===== src/rtl/uart_pkg.sv =====
// uart_pkg: definitions shared by the UART transmit framer, the receiver and
// the receiver's error checker.
//   UART_DATA_BITS : payload width (8)
//   PAR_ODD/EVEN   : parity_type codes; any other code means "no parity bit"
//   uart_state_e   : frame state encoding IDLE/START/DATA/PARITY/STOP
//   uart_parity_bit / uart_parity_en : parity helpers used on both sides
package uart_pkg;

  localparam int UART_DATA_BITS = 8;

  localparam logic [1:0] PAR_ODD  = 2'b01;
  localparam logic [1:0] PAR_EVEN = 2'b10;

  typedef enum logic [2:0] {
    IDLE   = 3'd0,
    START  = 3'd1,
    DATA   = 3'd2,
    PARITY = 3'd3,
    STOP   = 3'd4
  } uart_state_e;

  // Even parity is the XOR of the data bits; odd parity is its complement.
  function automatic logic uart_parity_bit(input logic [UART_DATA_BITS-1:0] data,
                                           input logic [1:0]                ptype);
    return (ptype == PAR_EVEN) ? ^data : ~^data;
  endfunction

  function automatic logic uart_parity_en(input logic [1:0] ptype);
    return (ptype == PAR_ODD) || (ptype == PAR_EVEN);
  endfunction

endpackage


===== src/rtl/uart_baud_cnt.sv =====
// uart_baud_cnt: bit-period counter. Counts 0..CLKS_PER_BIT-1 and raises
// bit_end_o during the last cycle of each period. clear_i holds the count at 0
// so the first period after release is a full CLKS_PER_BIT cycles.
//   clk       : clock
//   rst       : synchronous active-high reset
//   clear_i   : hold counter at zero (suppresses bit_end_o)
//   bit_end_o : one-cycle pulse in the final cycle of a bit period
module uart_baud_cnt #(
  parameter int CLKS_PER_BIT = 868
) (
  input  logic clk,
  input  logic rst,
  input  logic clear_i,
  output logic bit_end_o
);

  localparam int              CNT_W   = $clog2(CLKS_PER_BIT);
  localparam logic [CNT_W-1:0] CNT_MAX = CNT_W'(CLKS_PER_BIT - 1);

  if (CLKS_PER_BIT < 2) begin : g_bad_cpb
    $error("uart_baud_cnt: CLKS_PER_BIT must be at least 2");
  end

  logic [CNT_W-1:0] cnt_q, cnt_d;

  always_comb begin
    cnt_d = cnt_q;
    if (clear_i || (cnt_q == CNT_MAX)) begin
      cnt_d = '0;
    end else begin
      cnt_d = cnt_q + CNT_W'(1);
    end
  end

  always_ff @(posedge clk) begin
    if (rst) begin
      cnt_q <= '0;
    end else begin
      cnt_q <= cnt_d;
    end
  end

  assign bit_end_o = !clear_i && (cnt_q == CNT_MAX);

endmodule


===== src/rtl/uart_tx_framer.sv =====
// uart_tx_framer: UART transmitter. Accepts a byte on send&&ready, then
// serialises start(0), 8 data bits LSB first, optional parity, stop(1).
//   clk, rst    : clock, synchronous active-high reset
//   send        : transmit request, only honoured while ready
//   data_in     : byte to transmit (latched on acceptance)
//   parity_type : 01 odd, 10 even, 00/11 none (latched on acceptance)
//   ready       : idle and able to accept a byte
//   busy        : frame in progress
//   done        : one-cycle pulse in the first idle cycle after the stop bit(s)
//   tx          : serial output, idles high
// Build option: define UART_TX_TWO_STOP_EN for two stop bits (default one).
module uart_tx_framer
  import uart_pkg::*;
#(
  parameter int CLKS_PER_BIT = 868,
  parameter int DATA_BITS    = 8
) (
  input  logic       clk,
  input  logic       rst,
  input  logic       send,
  input  logic [7:0] data_in,
  input  logic [1:0] parity_type,
  output logic       ready,
  output logic       busy,
  output logic       done,
  output logic       tx
);

`ifdef UART_TX_TWO_STOP_EN
  localparam int STOP_BITS = 2;
`else
  localparam int STOP_BITS = 1;
`endif

  if (DATA_BITS != UART_DATA_BITS) begin : g_bad_width
    $error("uart_tx_framer: DATA_BITS must be 8");
  end

  uart_state_e state_q, state_d;
  logic [7:0]  shift_q, shift_d;
  logic        par_bit_q, par_bit_d;
  logic        par_en_q, par_en_d;
  // Shared index: data bit number in DATA, stop bit number in STOP.
  logic [2:0]  bit_idx_q, bit_idx_d;
  logic        done_q, done_d;
  logic        bit_end;

  // Counter is held clear while idle so START gets a full bit period.
  uart_baud_cnt #(
    .CLKS_PER_BIT(CLKS_PER_BIT)
  ) u_baud (
    .clk      (clk),
    .rst      (rst),
    .clear_i  (state_q == IDLE),
    .bit_end_o(bit_end)
  );

  always_comb begin
    state_d   = state_q;
    shift_d   = shift_q;
    par_bit_d = par_bit_q;
    par_en_d  = par_en_q;
    bit_idx_d = bit_idx_q;
    done_d    = 1'b0;
    case (state_q)
      IDLE: begin
        if (send) begin
          shift_d   = data_in;
          par_en_d  = uart_parity_en(parity_type);
          par_bit_d = uart_parity_bit(data_in, parity_type);
          bit_idx_d = '0;
          state_d   = START;
        end
      end
      START: begin
        if (bit_end) begin
          bit_idx_d = '0;
          state_d   = DATA;
        end
      end
      DATA: begin
        if (bit_end) begin
          shift_d = {1'b0, shift_q[7:1]};
          if (bit_idx_q == 3'(DATA_BITS - 1)) begin
            bit_idx_d = '0;
            state_d   = par_en_q ? PARITY : STOP;
          end else begin
            bit_idx_d = bit_idx_q + 3'd1;
          end
        end
      end
      PARITY: begin
        if (bit_end) begin
          bit_idx_d = '0;
          state_d   = STOP;
        end
      end
      STOP: begin
        if (bit_end) begin
          if (bit_idx_q == 3'(STOP_BITS - 1)) begin
            bit_idx_d = '0;
            done_d    = 1'b1;
            state_d   = IDLE;
          end else begin
            bit_idx_d = bit_idx_q + 3'd1;
          end
        end
      end
      default: state_d = IDLE;
    endcase
  end

  always_ff @(posedge clk) begin
    if (rst) begin
      state_q   <= IDLE;
      shift_q   <= '0;
      par_bit_q <= 1'b0;
      par_en_q  <= 1'b0;
      bit_idx_q <= '0;
      done_q    <= 1'b0;
    end else begin
      state_q   <= state_d;
      shift_q   <= shift_d;
      par_bit_q <= par_bit_d;
      par_en_q  <= par_en_d;
      bit_idx_q <= bit_idx_d;
      done_q    <= done_d;
    end
  end

  // Line level decoded from registered state only; the data bit is always
  // the LSB of the shift register.
  always_comb begin
    tx = 1'b1;
    case (state_q)
      START:   tx = 1'b0;
      DATA:    tx = shift_q[0];
      PARITY:  tx = par_bit_q;
      default: tx = 1'b1;
    endcase
  end

  assign ready = (state_q == IDLE);
  assign busy  = (state_q != IDLE);
  assign done  = done_q;

endmodule

===== config.mk =====
export PLATFORM = sky130hd
export DESIGN_NAME = uart_tx_framer
export DESIGN_NICKNAME = d
export VERILOG_FILES = /design/src/rtl/uart_pkg.sv /design/src/rtl/uart_baud_cnt.sv /design/src/rtl/uart_tx_framer.sv
export SDC_FILE = /design/constraint.sdc
export NUM_CORES = 1
export LEC_CHECK = 0
export BUFFER_PORTS_ARGS = -buffer_cell sky130_fd_sc_hd__buf_2
export CORE_AREA = 2 2 62 64
export DETAILED_ROUTE_END_ITERATION = 8
export DIE_AREA = 0 0 64 66
export SLEW_MARGIN = 25
export SYNTH_ARGS = -nofsm -noshare
export SYNTH_HDL_FRONTEND = slang
export SYNTH_SLANG_ARGS = --single-unit

===== constraint.sdc =====
create_clock -name clk -period 4.2 [get_ports clk]
set_input_delay 0.84 -clock clk [delete_from_list [all_inputs] [get_ports clk]]
set_output_delay 0.84 -clock clk [all_outputs]
set_load 0.02 [all_outputs]

* Word-level counts from Yosys, hierarchy flattened
Index checks and enable logic that the tools add are counted.
** Storage, ports and cells
- Flip-flop bits (word level) :: 27
- Input bits :: 13
- Word-level logic and storage cells :: 67
** Cells by class
- Add/subtract/negate cells :: 2
- Eq/ne operators :: 16
- Multiplexer cells :: 22
- Bitwise gates (word level) :: 2
- Reductions and logical operators :: 18
** Operator list (count)
- 3-bit 2-to-1 mux :: 14
- 8-bit 2-to-1 mux :: 2
- 8-bit one-hot mux with 2 select lines :: 1
- 3-bit one-hot mux with 5 select lines :: 1
- 2-bit != test (second input constant) :: 7
- 3-bit one-hot mux with 4 select lines :: 1
- 10-bit by 1-bit adder with 10-bit output (second input constant) :: 1
- 10-bit equality test (second input constant) :: 1
- 8-bit XNOR reduction :: 1
- 8-bit parity :: 1
- 7-bit AND reduction :: 1
- 3-bit by 2-bit equality test with 1-bit output (second input constant) :: 2
- 3-bit equality test (second input constant) :: 2
- 3-bit zero test :: 2
- 5-bit AND reduction :: 1
- 4-bit nonzero test :: 1
- 2-bit OR reduction :: 2
- 3-bit by 1-bit adder with 3-bit output (second input constant) :: 1
- 3-bit by 1-bit equality test with 1-bit output (second input constant) :: 1
- 1-bit one-hot mux with 3 select lines :: 1
- 3-bit AND reduction :: 1
- 3-bit nonzero test :: 1
- 3-bit OR reduction :: 1
- 2-bit by 1-bit equality test with 1-bit output (second input constant) :: 1
- 9 further kinds :: 12

* Depth between registers and ports, before layout
Gate-level depths: netlist (run 1).
- Depth in word-level cells :: 5
- Depth in mapped cells :: 6
- Mapped depth without buffers :: 6

* Hierarchy
A second synthesis (run 1) with hierarchy kept.
** Unflattened totals
- Cell total of the unflattened synthesis :: 186
- Area total of the unflattened synthesis :: 1525.2 um^2
** Modules (own cells, without submodules)
- uart_tx_framer :: times used 1, cells an instance 131, area each 1061.0 um^2, sequential area each 340.3 um^2
- uart_baud_cnt :: times used 1, cells an instance 55, area each 464.2 um^2, sequential area each 200.2 um^2

* Worst setup path before layout (run 1)
No wires, ideal clock.
- Path type :: register to output
- Start :: register state_q[0]
- End :: output port tx
- Arrival :: 1323 ps
- Path slack :: 2037 ps
- Cell stages (with the launch flop) :: 5
- Path buffers :: 2
- Path through :: dfxtp_1 buf_2 clkbuf_1 nor3b_1 o21ai_0
** On the way
- Word-level cells in the longest chain between the ends :: 2
** RTL lines
- start, declared :: line uart_tx_framer.sv:39 : uart_state_e state_q, state_d;
- start signal, assigned :: line uart_tx_framer.sv:122 : state_q <= state_d;
- 3-bit by 2-bit equality test with 1-bit output / 3-bit by 1-bit equality test with 1-bit output (equally long branches) :: line uart_tx_framer.sv:135 : case (state_q)
- 1-bit one-hot mux with 3 select lines (*) :: line uart_tx_framer.sv:135
- end, declared :: line uart_tx_framer.sv:26 : output logic tx
Mark *: on every way between the ends. The rest lies on a longest branch, timed or not.

* Final worst setup path (run 1)
Same ends and word-level chain as after synthesis.

==> results of run 1 <==
==> placed cells by master (no fill, tap or decap), types with 2 or more instances in the layout <==
master / count
sky130_fd_sc_hd__dfxtp_1: 27
sky130_fd_sc_hd__nor2_1: 16
sky130_fd_sc_hd__buf_2: 16
sky130_fd_sc_hd__a21oi_1: 14
sky130_fd_sc_hd__inv_1: 9
sky130_fd_sc_hd__nand2_1: 9
sky130_fd_sc_hd__xnor2_1: 9
sky130_fd_sc_hd__mux2i_1: 8
sky130_fd_sc_hd__a311oi_1: 7
sky130_fd_sc_hd__nand3_1: 6
sky130_fd_sc_hd__xor2_1: 5
sky130_fd_sc_hd__ha_1: 5
sky130_fd_sc_hd__a211oi_1: 4
sky130_fd_sc_hd__o21ai_0: 3
sky130_fd_sc_hd__nand2b_1: 3
sky130_fd_sc_hd__nor3_1: 3
sky130_fd_sc_hd__nor2b_1: 3
sky130_fd_sc_hd__o21a_1: 3
sky130_fd_sc_hd__clkbuf_4: 3
sky130_fd_sc_hd__nor3_2: 2
sky130_fd_sc_hd__and2_1: 2
sky130_fd_sc_hd__a2111o_1: 2
sky130_fd_sc_hd__nor4_1: 2
sky130_fd_sc_hd__and3_1: 2
==> stage by stage <==
step | instances | area, um^2 | hold slack (ns) | setup WS (ns)
final | 228 | 1630 | 0.461 | 1.78
after global routing | 228 | 1630 | 0.509 | 1.68
after CTS | 228 | 1630 | 0.466 | 1.76
after detailed placement | 224 | 1610 | 0.444 | 2.04
after global placement | 224 | 1610 | 0.430 | 2.13
after floorplan | 168 | 1510 | 0.418 | 2.04
==> layer usage <==
layer  track usage (%)  up-vias  part of all wire [%]
li1                  -      625                     -
met1              19.9      579                    48
met2              26.0       19                    49
met3              2.56        2                   2.7
met4              5.71        0                  0.82
met5                 0        -                     0
==> worst max-delay path, delay by kind of cell, from the launching register on <==
family | cells | cell delay [ns]
compound gates | 2 | 0.33
buf+inv | 1 | 0.16
flops | 1 | 0.77
==> report_power, final <==
| group | switching, uW | internal [uW] |
|---|---|---|
| combinational | 38.0 | 32.1 |
| sequential | 9.76 | 267 |
| clock | 74.9 | 37.1 |
| total | 123 | 336 |
==> sequential cells by signal (all words and copies together), names as in the netlist <==
| register | count |
|---|---|
| shift_q | 8 |
| bit_idx_q | 3 |
| par_en_q | 1 |
| state_q | 3 |
| par_bit_q | 1 |
| u_baud.cnt_q | 10 |
| done | 1 |
==> cell type report <==
| class | count | share of cell area [%] |
|---|---|---|
| Timing Repair Buffer | 16 | 4.90 |
| Clock buffer | 4 | 1.61 |
| Sequential cell | 27 | 33.1 |
| Tap cell | 48 | 3.68 |
| Inverter | 9 | 2.07 |
| Multi-Input combinational cell | 124 | 54.7 |
==> cells in the mapped netlist, types with 2 or more instances <==
library cell	number	area share, %
sky130_fd_sc_hd__nand2b_1	3	1.2
sky130_fd_sc_hd__a311oi_1	7	4.0
sky130_fd_sc_hd__nor3_1	3	0.99
sky130_fd_sc_hd__a211oi_1	4	2.0
sky130_fd_sc_hd__o21a_1	3	1.5
sky130_fd_sc_hd__a2111o_1	2	1.5
sky130_fd_sc_hd__nand3_1	6	2.0
sky130_fd_sc_hd__xor2_1	5	2.9
sky130_fd_sc_hd__nor4_1	2	0.83
sky130_fd_sc_hd__and3_1	2	0.83
sky130_fd_sc_hd__dfxtp_1	27	36
sky130_fd_sc_hd__and2_1	2	0.83
sky130_fd_sc_hd__nor3_2	2	1.3
sky130_fd_sc_hd__nor2_1	16	4.0
sky130_fd_sc_hd__clkbuf_1	3	0.74
sky130_fd_sc_hd__inv_1	9	2.2
sky130_fd_sc_hd__a21oi_1	14	4.6
sky130_fd_sc_hd__ha_1	5	4.1
sky130_fd_sc_hd__xnor2_1	9	5.2
sky130_fd_sc_hd__nor2b_1	3	1.2
sky130_fd_sc_hd__buf_4	2	0.99
sky130_fd_sc_hd__nand2_1	9	2.2
sky130_fd_sc_hd__mux2i_1	8	5.3
sky130_fd_sc_hd__o21ai_0	3	0.99
==> logic make-up (layout without fill, tap and decap cells) <==
logic type / count (synthesis) / in the layout / share of synthesized area (%)
AO/OA/AOI/OAI: 41 / 41 / 19.9
adder cells (fa/ha/maj): 5 / 5 / 4.13
multiplexers: 8 / 8 / 5.29
flip-flops: 27 / 27 / 35.7
AND/OR/NAND/NOR: 55 / 55 / 20.1
buffers and inverters: 17 / 29 / 5.29
XOR/XNOR: 15 / 15 / 9.59
==> final timing paths <==
path | from | end | slack [ns] | cells past startpoint
max | state_q[0] | tx | 1.78 | 3
min | u_baud.cnt_q[0] | u_baud.cnt_q[0] | 0.46 | 1
max reg2reg | state_q[0] | shift_q[6] | 2.33 | 3
min reg2reg | u_baud.cnt_q[0] | u_baud.cnt_q[0] | 0.46 | 1
==> run summary, run 1 <==
Result of the run: finished, final reports clean
Pins Over Slew Limit: 0
Number of global-route vias before repair: 1,177
Share of the core filled with cells: 46.0%
Chip Height: 66 um
Maximum number of pins on one net before global-route repair: 20
Crit path kind: flip-flop to output port
Unrepaired setup endpoints after global routing: false
Die Span X: 64 um
Register area share after synthesis: 35.7%
Routed length per placed instance: 12.9 um
Fin crit share: 57.6%
Hold-fix buffers, CTS: 0
Required @ worst endpoint: 3.36 ns
Worst-path maximum fanout: 19
Post-route total power: 459 uW
Gp weighted congestion: 0.812
Worst path arrival time: 1.58 ns
Sum of negative setup slack: 0 ns
Crit path capture type: output port
H-Tree Level Count: 1
Worst relative slew slack: 39.0%
Number of maximum-capacitance constraint violations: 0
Peak supply drop: 0.000146 V
Fmax achieved: 0.413 GHz
Core region area: 3550 um^2
Cell with the biggest individual delay on the critical path: sky130_fd_sc_hd__dfxtp_1
Share of synthesized flip-flops with an asynchronous set or reset: 0%
Drt via density: 5.37
Count of cell types in the netlist: 43
Num ports: 17
Routed via count: 1,225
Post-CTS setup buffer count: 0
Final antenna-violating net count: 0
Wire length of the first global-routing pass: 5220 um
Routed wire length: 2940 um
Slew of the pin with the lowest slew margin: 0.911 ns
# nets final: 199
Post_cts resized: 0
DRC errors left: 0
Initial DRC Count: 35
Mean Syn Cell Area: 9.01 um^2
Most common flop cell mapped by yosys: sky130_fd_sc_hd__dfxtp_1
Sequence of cells on the critical path: a21boi_0, o21ai_0, buf_2
Clock sink total: 27
Power density over cell area: 281 nW/um^2
Setup Skew: 0.00312 ns
Final worst path period need: 2.42 ns
Summed instance area of the synthesized netlist: 1510 um^2
Area taken by flip-flops and latches: 541 um^2
Final-report hold violation count: 0
Fraction of layout cells with a size suffix above 1: 15.0%
CTS tree: built
# port buffers: 16
CTS max path bufs: 2
Number of inserted filler cells in the final layout: 358
Clock network latency to the later pin of the worst-skew pair: 0.32 ns
Max incr delay on CP: 0.77 ns
Antenna cell count: 0
Class of the worst hold path: flip-flop to flip-flop
Final HPWL DP: 2210 um
Area of the multi-input gates: 893 um^2
Yosys synthesis warning count: 0
Number of detailed-route iterations in the first pass: 4
Starting density of the core: 42.6%
Clock slew at the register clock pins of the worst setup and hold paths: 0.14 ns
Total gr overflow: 0
Total routing resource utilization after global routing: 15.5%
Post-Syn Nets: 186
Leakage dissipation: 0.000586 uW
Final-report setup violation count: 0
Initial antenna violation count: 0
Die Area: 4220 um^2
Area Overhead vs Synth: 7.93%
Mapped Cells: 168
Post-synth EDFFs: 0
CTS Buf Count: 3
Flop and latch count out of synthesis: 27
Placement Rows: 22
Root buf cell: sky130_fd_sc_hd__clkbuf_4
Crit start category: flip-flop
No activity file was read; power rests on OpenSTA's default activity.
==> inputs of run 2 (changes only) <==
Settings changed: ABC_AREA set to 1, CORE_AREA 2 2 62 64 to 2 2 63 65, DIE_AREA 0 0 64 66 to 0 0 65 67.
Clock period 4.2 ns to 2.5 ns, I/O delays scaled along.
==> run 2 against run 1 <==
Design area grew 9.0%. Global-route usage is 0.65 points higher. Final cell count up 34%. Critical path depth grew 3. Flip-flop and latch count unchanged. Synthesized cell count up 43%. Total power increased to 3.2 times the previous value. Worst setup slack worse by 1.3 ns. Clock power rose by 130%. Critical endpoint unchanged.
==> run summary, run 2 <==
Final worst path period need: 2.00 ns
Final-report setup violation count: 0 (unchanged)
Largest registers in the final layout: u_baud.cnt_q (10), shift_q (8)
Drt via density: 4.68 (-13%)
Register area share after synthesis: 33.4% (-2.3 points)
Required @ worst endpoint: 2.00 ns (-1.36 ns)
Leakage dissipation: 0.000836 uW (+43%)
# port buffers: 16 (unchanged)
Power density over cell area: 834 nW/um^2 (+200%)
Result of the run: finished, final reports clean
Cell Count Post-Placement: 302 (+35%)
Die Span X: 65 um (+1.6%)
Synthesized-area fraction occupied by ao, oa, aoi and oai cells: 9.74% (-10 points)
Fin crit share: 80.1%
Worst-path maximum fanout: 18 (-1)
Yosys synthesis warning count: 0 (unchanged)
Worst path arrival time: 1.50 ns (-0.08 ns)
Non-filler instance count after layout: 306 (+34%)
Worst relative slew slack: 79.3% (+40 points)
CTS max path bufs: 2 (unchanged)
DRC errors left: 0 (unchanged)
Post-synth EDFFs: 0 (unchanged)
Post-synth top cells: 71 x sky130_fd_sc_hd__nand2_1, 29 x sky130_fd_sc_hd__inv_1, 27 x sky130_fd_sc_hd__dfxtp_1
Fmax achieved: 0.499 GHz
Dominant cell type by area after synthesis: sky130_fd_sc_hd__dfxtp_1
Starting density of the core: 44.9% (+2.2 points)
Routed wire length: 3080 um (+5.0%)
Core region area: 3610 um^2 (+1.6%)
Routed length per placed instance: 10.1 um (-22%)
Worst Setup Slack post-DPL: 0.800 ns (-1.24 ns)
Number of global-route vias before repair: 1,270 (+7.9%)
Routed via count: 1,431 (+17%)
Mapped Cells: 241 (+43%)
Gp weighted congestion: 0.771 (-5.1%)
Sum of negative setup slack: 0 ns (unchanged)
CTS Buf Count: 3 (unchanged)
Hold-fix buffers, CTS: 0 (unchanged)
Clock sink total: 27 (unchanged)
Area share of the largest cell type after synthesis: 33.4% (-2.3 points)
# nets final: 277 (+39%)
Flop and latch count out of synthesis: 27 (unchanged)
Most common flop cell mapped by yosys: sky130_fd_sc_hd__dfxtp_1
Class of the worst hold path: flip-flop to flip-flop
Final HPWL DP: 2340 um (+5.9%)
Crit path capture type: output port
Number of inserted filler cells in the final layout: 377 (+5.3%)
Area share of and/or/nand/nor cells after synthesis: 41.7% (+22 points)
Multiplexer fraction of the synthesized cell area: 0% (-5.3 points)
Pins Over Slew Limit: 0 (unchanged)
Top register by number of flip-flops: u_baud.cnt_q
Peak supply drop: 0.000350 V (+140%)
Share of the core filled with cells: 49.4% (+3.4 points)
Commonest cells after routing, fill and taps aside: 71 x sky130_fd_sc_hd__nand2_1, 29 x sky130_fd_sc_hd__inv_1, 27 x sky130_fd_sc_hd__dfxtp_1
XOR/XNOR share of the synthesized area: 1.08% (-8.5 points)
Most common cell after layout, fill and taps aside: sky130_fd_sc_hd__nand2_1
Count of cell types in the netlist: 34 (-21%)
Share of synthesized flip-flops with an asynchronous set or reset: 0% (unchanged)
Total gr overflow: 0 (unchanged)
Total routing resource utilization after global routing: 16.1% (+0.65 points)
Post-route total power: 1480 uW (+220%)
Crit start category: flip-flop
Number of detailed-route iterations in the first pass: 4 (unchanged)
Combinational family with the most area after synthesis: simple AND/OR/NAND/NOR gates
Final-report hold violation count: 0 (unchanged)
Adder and majority cell fraction of the synthesized area: 3.87% (-0.27 points)
Final antenna-violating net count: 0 (unchanged)
Num ports: 17 (unchanged)
Placement Rows: 22 (unchanged)
Setup Skew: 0.00300 ns (-0.000113 ns)
Root buf cell: sky130_fd_sc_hd__clkbuf_8
CTS tree: built
Dominant cells by area after synthesis: sky130_fd_sc_hd__dfxtp_1 33%, sky130_fd_sc_hd__nand2_1 16%, sky130_fd_sc_hd__inv_1 6.7%
Summed instance area of the synthesized netlist: 1620 um^2 (+6.9%)
Initial antenna violation count: 0 (unchanged)
Post_cts resized: 0 (unchanged)
Wire length of the first global-routing pass: 5460 um (+4.6%)
Chip Height: 67 um (+1.5%)
Minimum setup slack in the final design: 0.497 ns (-1.28 ns)
Slew of the pin with the lowest slew margin: 0.309 ns (-0.603 ns)
Fraction of layout cells with a size suffix above 1: 16.3% (+1.3 points)
Antenna cell count: 0 (unchanged)
Flip-flop count of the largest register, all copies and words added: 10 (unchanged)
Area Overhead vs Synth: 10.1%
H-Tree Level Count: 1 (unchanged)
Die Area: 4360 um^2 (+3.1%)
Count leader, synth: sky130_fd_sc_hd__nand2_1
Number of maximum-capacitance constraint violations: 0 (unchanged)
Clock network latency to the later pin of the worst-skew pair: 0.27 ns (-0.05 ns)
Post-Syn Nets: 259 (+39%)
Initial DRC Count: 58 (+66%)
Crit path kind: flip-flop to output port
Clock slew at the register clock pins of the worst setup and hold paths: 0.10 ns (-0.04 ns)
Mean Syn Cell Area: 6.71 um^2 (-26%)
Unrepaired setup endpoints after global routing: false
Post-CTS setup buffer count: 0 (unchanged)
Maximum number of pins on one net before global-route repair: 19 (-5.0%)
[run 2: where the power goes]
group          switching (uW)  internal, uW
registers                70.5           516
clock network             142           113
logic                     425           218
[run 2: final timing paths]
kind	start	to	slack, ns	depth (start not counted)
hold / removal	u_baud.cnt_q[0]	u_baud.cnt_q[0]	0.47	1
hold reg to reg	u_baud.cnt_q[0]	u_baud.cnt_q[0]	0.47	1
setup / recovery	state_q[2]	tx	0.50	6
setup reg to reg	u_baud.cnt_q[0]	bit_idx_q[1]	0.95	8
[run 2: area by class of cell]
class / count / area [um^2] / share of cell area [%]
Sequential cell: 27 / 541 / 30.4
Multi-Input combinational cell: 174 / 912 / 51.2
Tap cell: 48 / 60.1 / 3.37
Inverter: 37 / 139 / 7.80
Clock buffer: 3 / 41.3 / 2.32
Timing Repair Buffer: 16 / 80.1 / 4.50
Clock inverter: 1 / 7.51 / 0.422
[run 2: metrics by stage]
step	hold WS, ns	area [um^2]
after floorplan	0.430	1620
after global placement	0.447	1730
after detailed placement	0.450	1730
after CTS	0.474	1780
after global routing	0.500	1780
final	0.466	1780
[run 2: cell families (layout without fill, tap and decap cells)]
| logic type | after synthesis | count (layout) |
|---|---|---|
| AO/OA/AOI/OAI | 29 | 29 |
| buffers and inverters | 40 | 57 |
| XOR/XNOR | 2 | 2 |
| flip-flops | 27 | 27 |
| AND/OR/NAND/NOR | 138 | 138 |
| adder cells (fa/ha/maj) | 5 | 5 |
[run 2: metal layers]
metal  vias up  wire (um)  GRT usage [%]
met5         -          0              0
met4         0         42           5.59
met3         4         98           3.55
met2        15       1410           27.3
met1       615       1530           20.1
li1        797          -              -
[run 2: worst max-delay path: stages (launching register included)]
cell and delay (ns):
sky130_fd_sc_hd__dfxtp_1 0.41, sky130_fd_sc_hd__inv_2 0.11, sky130_fd_sc_hd__nand2_4 0.07, sky130_fd_sc_hd__nor2_8 0.23, sky130_fd_sc_hd__nand2_1 0.09, sky130_fd_sc_hd__o311ai_0 0.10
sky130_fd_sc_hd__buf_2 0.22
==> inputs of run 3 (changes only) <==
Settings changed: ABC_AREA 1 to 0, CORE_AREA 2 2 63 65 to 2 2 62 64, DIE_AREA 0 0 65 67 to 0 0 64 66.
Clock period 2.5 ns to 1.8 ns, I/O delays scaled along.
==> run 3 against run 2 <==
Clock skew barely moved. Utilization fell by 1.9 points. Design area fell by 5.4%. Clock-buffer cell count did not move. Worst setup slack got worse by 0.39 ns. Wire length fell by 0.97%. Worst hold slack got worse by 0.16 ns. Final cell count fell by 25%. Non-clock buffer count rose by 3. Largest cell class unchanged. Largest power group is now sequential cells. Clock power rose by 3%. Via count fell by 16%.
==> run summary, run 3 (same netlist as run 1, synthesis figures left out) <==
Slew of the pin with the lowest slew margin: 0.421 ns (+0.112 ns)
Antenna cell count: 0 (unchanged)
CTS tree: built
Worst reg-to-reg setup slack: 0.11 ns (-0.84 ns)
Largest registers in the final layout: u_baud.cnt_q (10), shift_q (8)
Number of maximum-capacitance constraint violations: 0 (unchanged)
Number of global-route vias before repair: 1,240 (-2.4%)
Total gr overflow: 0 (unchanged)
Crit path buffers/inverters: 0 (-2)
Number of detailed-route iterations in the first pass: 4 (unchanged)
Post-CTS setup buffer count: 0 (unchanged)
Post-route total power: 1080 uW (-27%)
Area Overhead vs Synth: 11.2%
Final antenna-violating net count: 0 (unchanged)
Root buf cell: sky130_fd_sc_hd__clkbuf_4
Sequence of cells on the critical path: ha_1, and4b_2, o2111ai_4, a2111o_1, a21oi_1
Crit start category: flip-flop
CTS Buf Count: 3 (unchanged)
Wire length of the first global-routing pass: 5300 um (-2.9%)
Internal Dissipation: 787 uW (-7.0%)
Initial antenna violation count: 0 (unchanged)
Worst path arrival time: 1.96 ns (+0.46 ns)
Peak supply drop: 0.000395 V (+13%)
Num ports: 17 (unchanged)
Portion of total power attributed to combinational logic: 16.6% (-27 points)
Worst Setup Slack post-DPL: 0.0718 ns (-0.728 ns)
Starting density of the core: 42.6% (-2.2 points)
Crit path kind: flip-flop to flip-flop
Total routing resource utilization after global routing: 15.5% (-0.63 points)
Leakage dissipation: 0.000605 uW (-28%)
Fin crit share: 94.1%
DRC errors left: 0 (unchanged)
Share of total power consumed by net switching: 27.3% (-16 points)
Final worst path period need: 1.69 ns
Maximum number of pins on one net before global-route repair: 18 (-1)
Most common cell after layout, fill and taps aside: sky130_fd_sc_hd__dfxtp_1
Crit path capture type: flip-flop
Commonest cells after routing, fill and taps aside: 25 x sky130_fd_sc_hd__dfxtp_1, 16 x sky130_fd_sc_hd__nor2_1, 16 x sky130_fd_sc_hd__buf_2
Routed via count: 1,205 (-16%)
Clock sink total: 27 (unchanged)
Drt via density: 5.22 (+12%)
Required @ worst endpoint: 2.06 ns (+0.06 ns)
Class of the worst hold path: input pin to flip-flop
Minimum setup slack in the final design: 0.106 ns (-0.390 ns)
Placement Rows: 22 (unchanged)
Die Area: 4220 um^2 (-3.0%)
Hold-fix buffers, CTS: 0 (unchanged)
Gp weighted congestion: 0.812 (+5.4%)
Cell with the biggest individual delay on the critical path: sky130_fd_sc_hd__a2111o_1
Routed length per placed instance: 13.2 um (+31%)
Chip Height: 66 um (-1.5%)
Area taken by flip-flops and latches: 543 um^2 (+0.46%)
Clock network latency to the later pin of the worst-skew pair: 0.32 ns (+0.05 ns)
# nets final: 202 (-27%)
Area of the multi-input gates: 917 um^2 (+0.55%)
Clock slew at the register clock pins of the worst setup and hold paths: 0.15 ns (+0.05 ns)
Die Span X: 64 um (-1.5%)
Setup Skew: 0.00272 ns (-0.000280 ns)
Final-report setup violation count: 0 (unchanged)
Routed wire length: 3050 um (-0.97%)
Final HPWL DP: 2240 um (-4.3%)
Family with the most delay on the worst path: compound AO/OA/AOI/OAI gates
Number of inserted filler cells in the final layout: 338 (-10%)
Sequential share of power: 59.2% (+20 points)
Max incr delay on CP: 0.44 ns (+0.03 ns)
H-Tree Level Count: 1 (unchanged)
Fmax achieved: 0.590 GHz
Power density over cell area: 643 nW/um^2 (-23%)
Pins Over Slew Limit: 0 (unchanged)
Fraction of layout cells with a size suffix above 1: 18.6% (+2.3 points)
Fraction of power consumed by the clock network: 24.2% (+7.0 points)
Core region area: 3550 um^2 (-1.5%)
Switching Power: 295 uW (-54%)
Worst relative slew slack: 71.8% (-7.5 points)
Flip-flop count of the largest register, all copies and words added: 10 (unchanged)
Initial DRC Count: 53 (-8.6%)
CTS max path bufs: 2 (unchanged)
# port buffers: 16 (unchanged)
Worst-path maximum fanout: 6 (-12)
Top register by number of flip-flops: u_baud.cnt_q
Result of the run: finished, final reports clean
Final-report hold violation count: 0 (unchanged)
-- run 3: power groups by stage --
stage	logic, uW	clock network, uW	registers [uW]
floorplan	135	0	645
global placement	173	0	652
detailed placement	177	0	653
CTS	179	274	640
global route	203	295	644
finish	180	262	641
-- run 3: worst paths after layout --
path,startpoint,endpoint,cells past startpoint
worst max-delay path,u_baud.cnt_q[1],bit_idx_q[2],5
worst min-delay path,parity_type[1],par_en_q,3
worst max register to register,u_baud.cnt_q[1],bit_idx_q[2],5
worst min register to register,u_baud.cnt_q[0],u_baud.cnt_q[0],1
-- run 3: area by class of cell --
type | count | area share, %
well taps | 48 | 3.57
multi-input cells | 124 | 54.5
repair buffers | 19 | 6.09
clock buffers | 3 | 1.34
clock inverters | 1 | 0.297
flip-flops and latches | 27 | 32.2
inverters | 9 | 2.01
-- run 3: per-layer routing --
| metal | global-route usage (%) | share of wire [%] | routed length [um] |
|---|---|---|---|
| met5 | 0 | 0 | 0 |
| met4 | 5.16 | 0.56 | 17 |
| met1 | 19.1 | 48 | 1470 |
| met3 | 1.53 | 1.8 | 55 |
| met2 | 28.1 | 49 | 1510 |
-- run 3: worst reg2reg max path, cell delays in order, from the launching register on --
cell and delay, ns:
sky130_fd_sc_hd__dfxtp_1 0.37, sky130_fd_sc_hd__ha_1 0.19, sky130_fd_sc_hd__and4b_2 0.31, sky130_fd_sc_hd__o2111ai_4 0.18
sky130_fd_sc_hd__a2111o_1 0.44, sky130_fd_sc_hd__a21oi_1 0.14
-- run 3: through the flow --
step,util (%),TNS [ns],cell area (um^2),hold WS [ns],std cells
global route,47.4,-0.00144,1680,0.323,231
floorplan,-,0,1510,0.418,168
detailed placement,45.9,0,1630,0.451,227
finish,47.4,0,1680,0.309,231
CTS,46.7,0,1660,0.302,231
global placement,45.9,0,1630,0.431,227
-- run 3: repair_timing --
action	CTS	global route
endpoints found under the hold margin	0	0
setup endpoints to repair	1	14
gates resized for setup	1	5
pin swaps	0	1
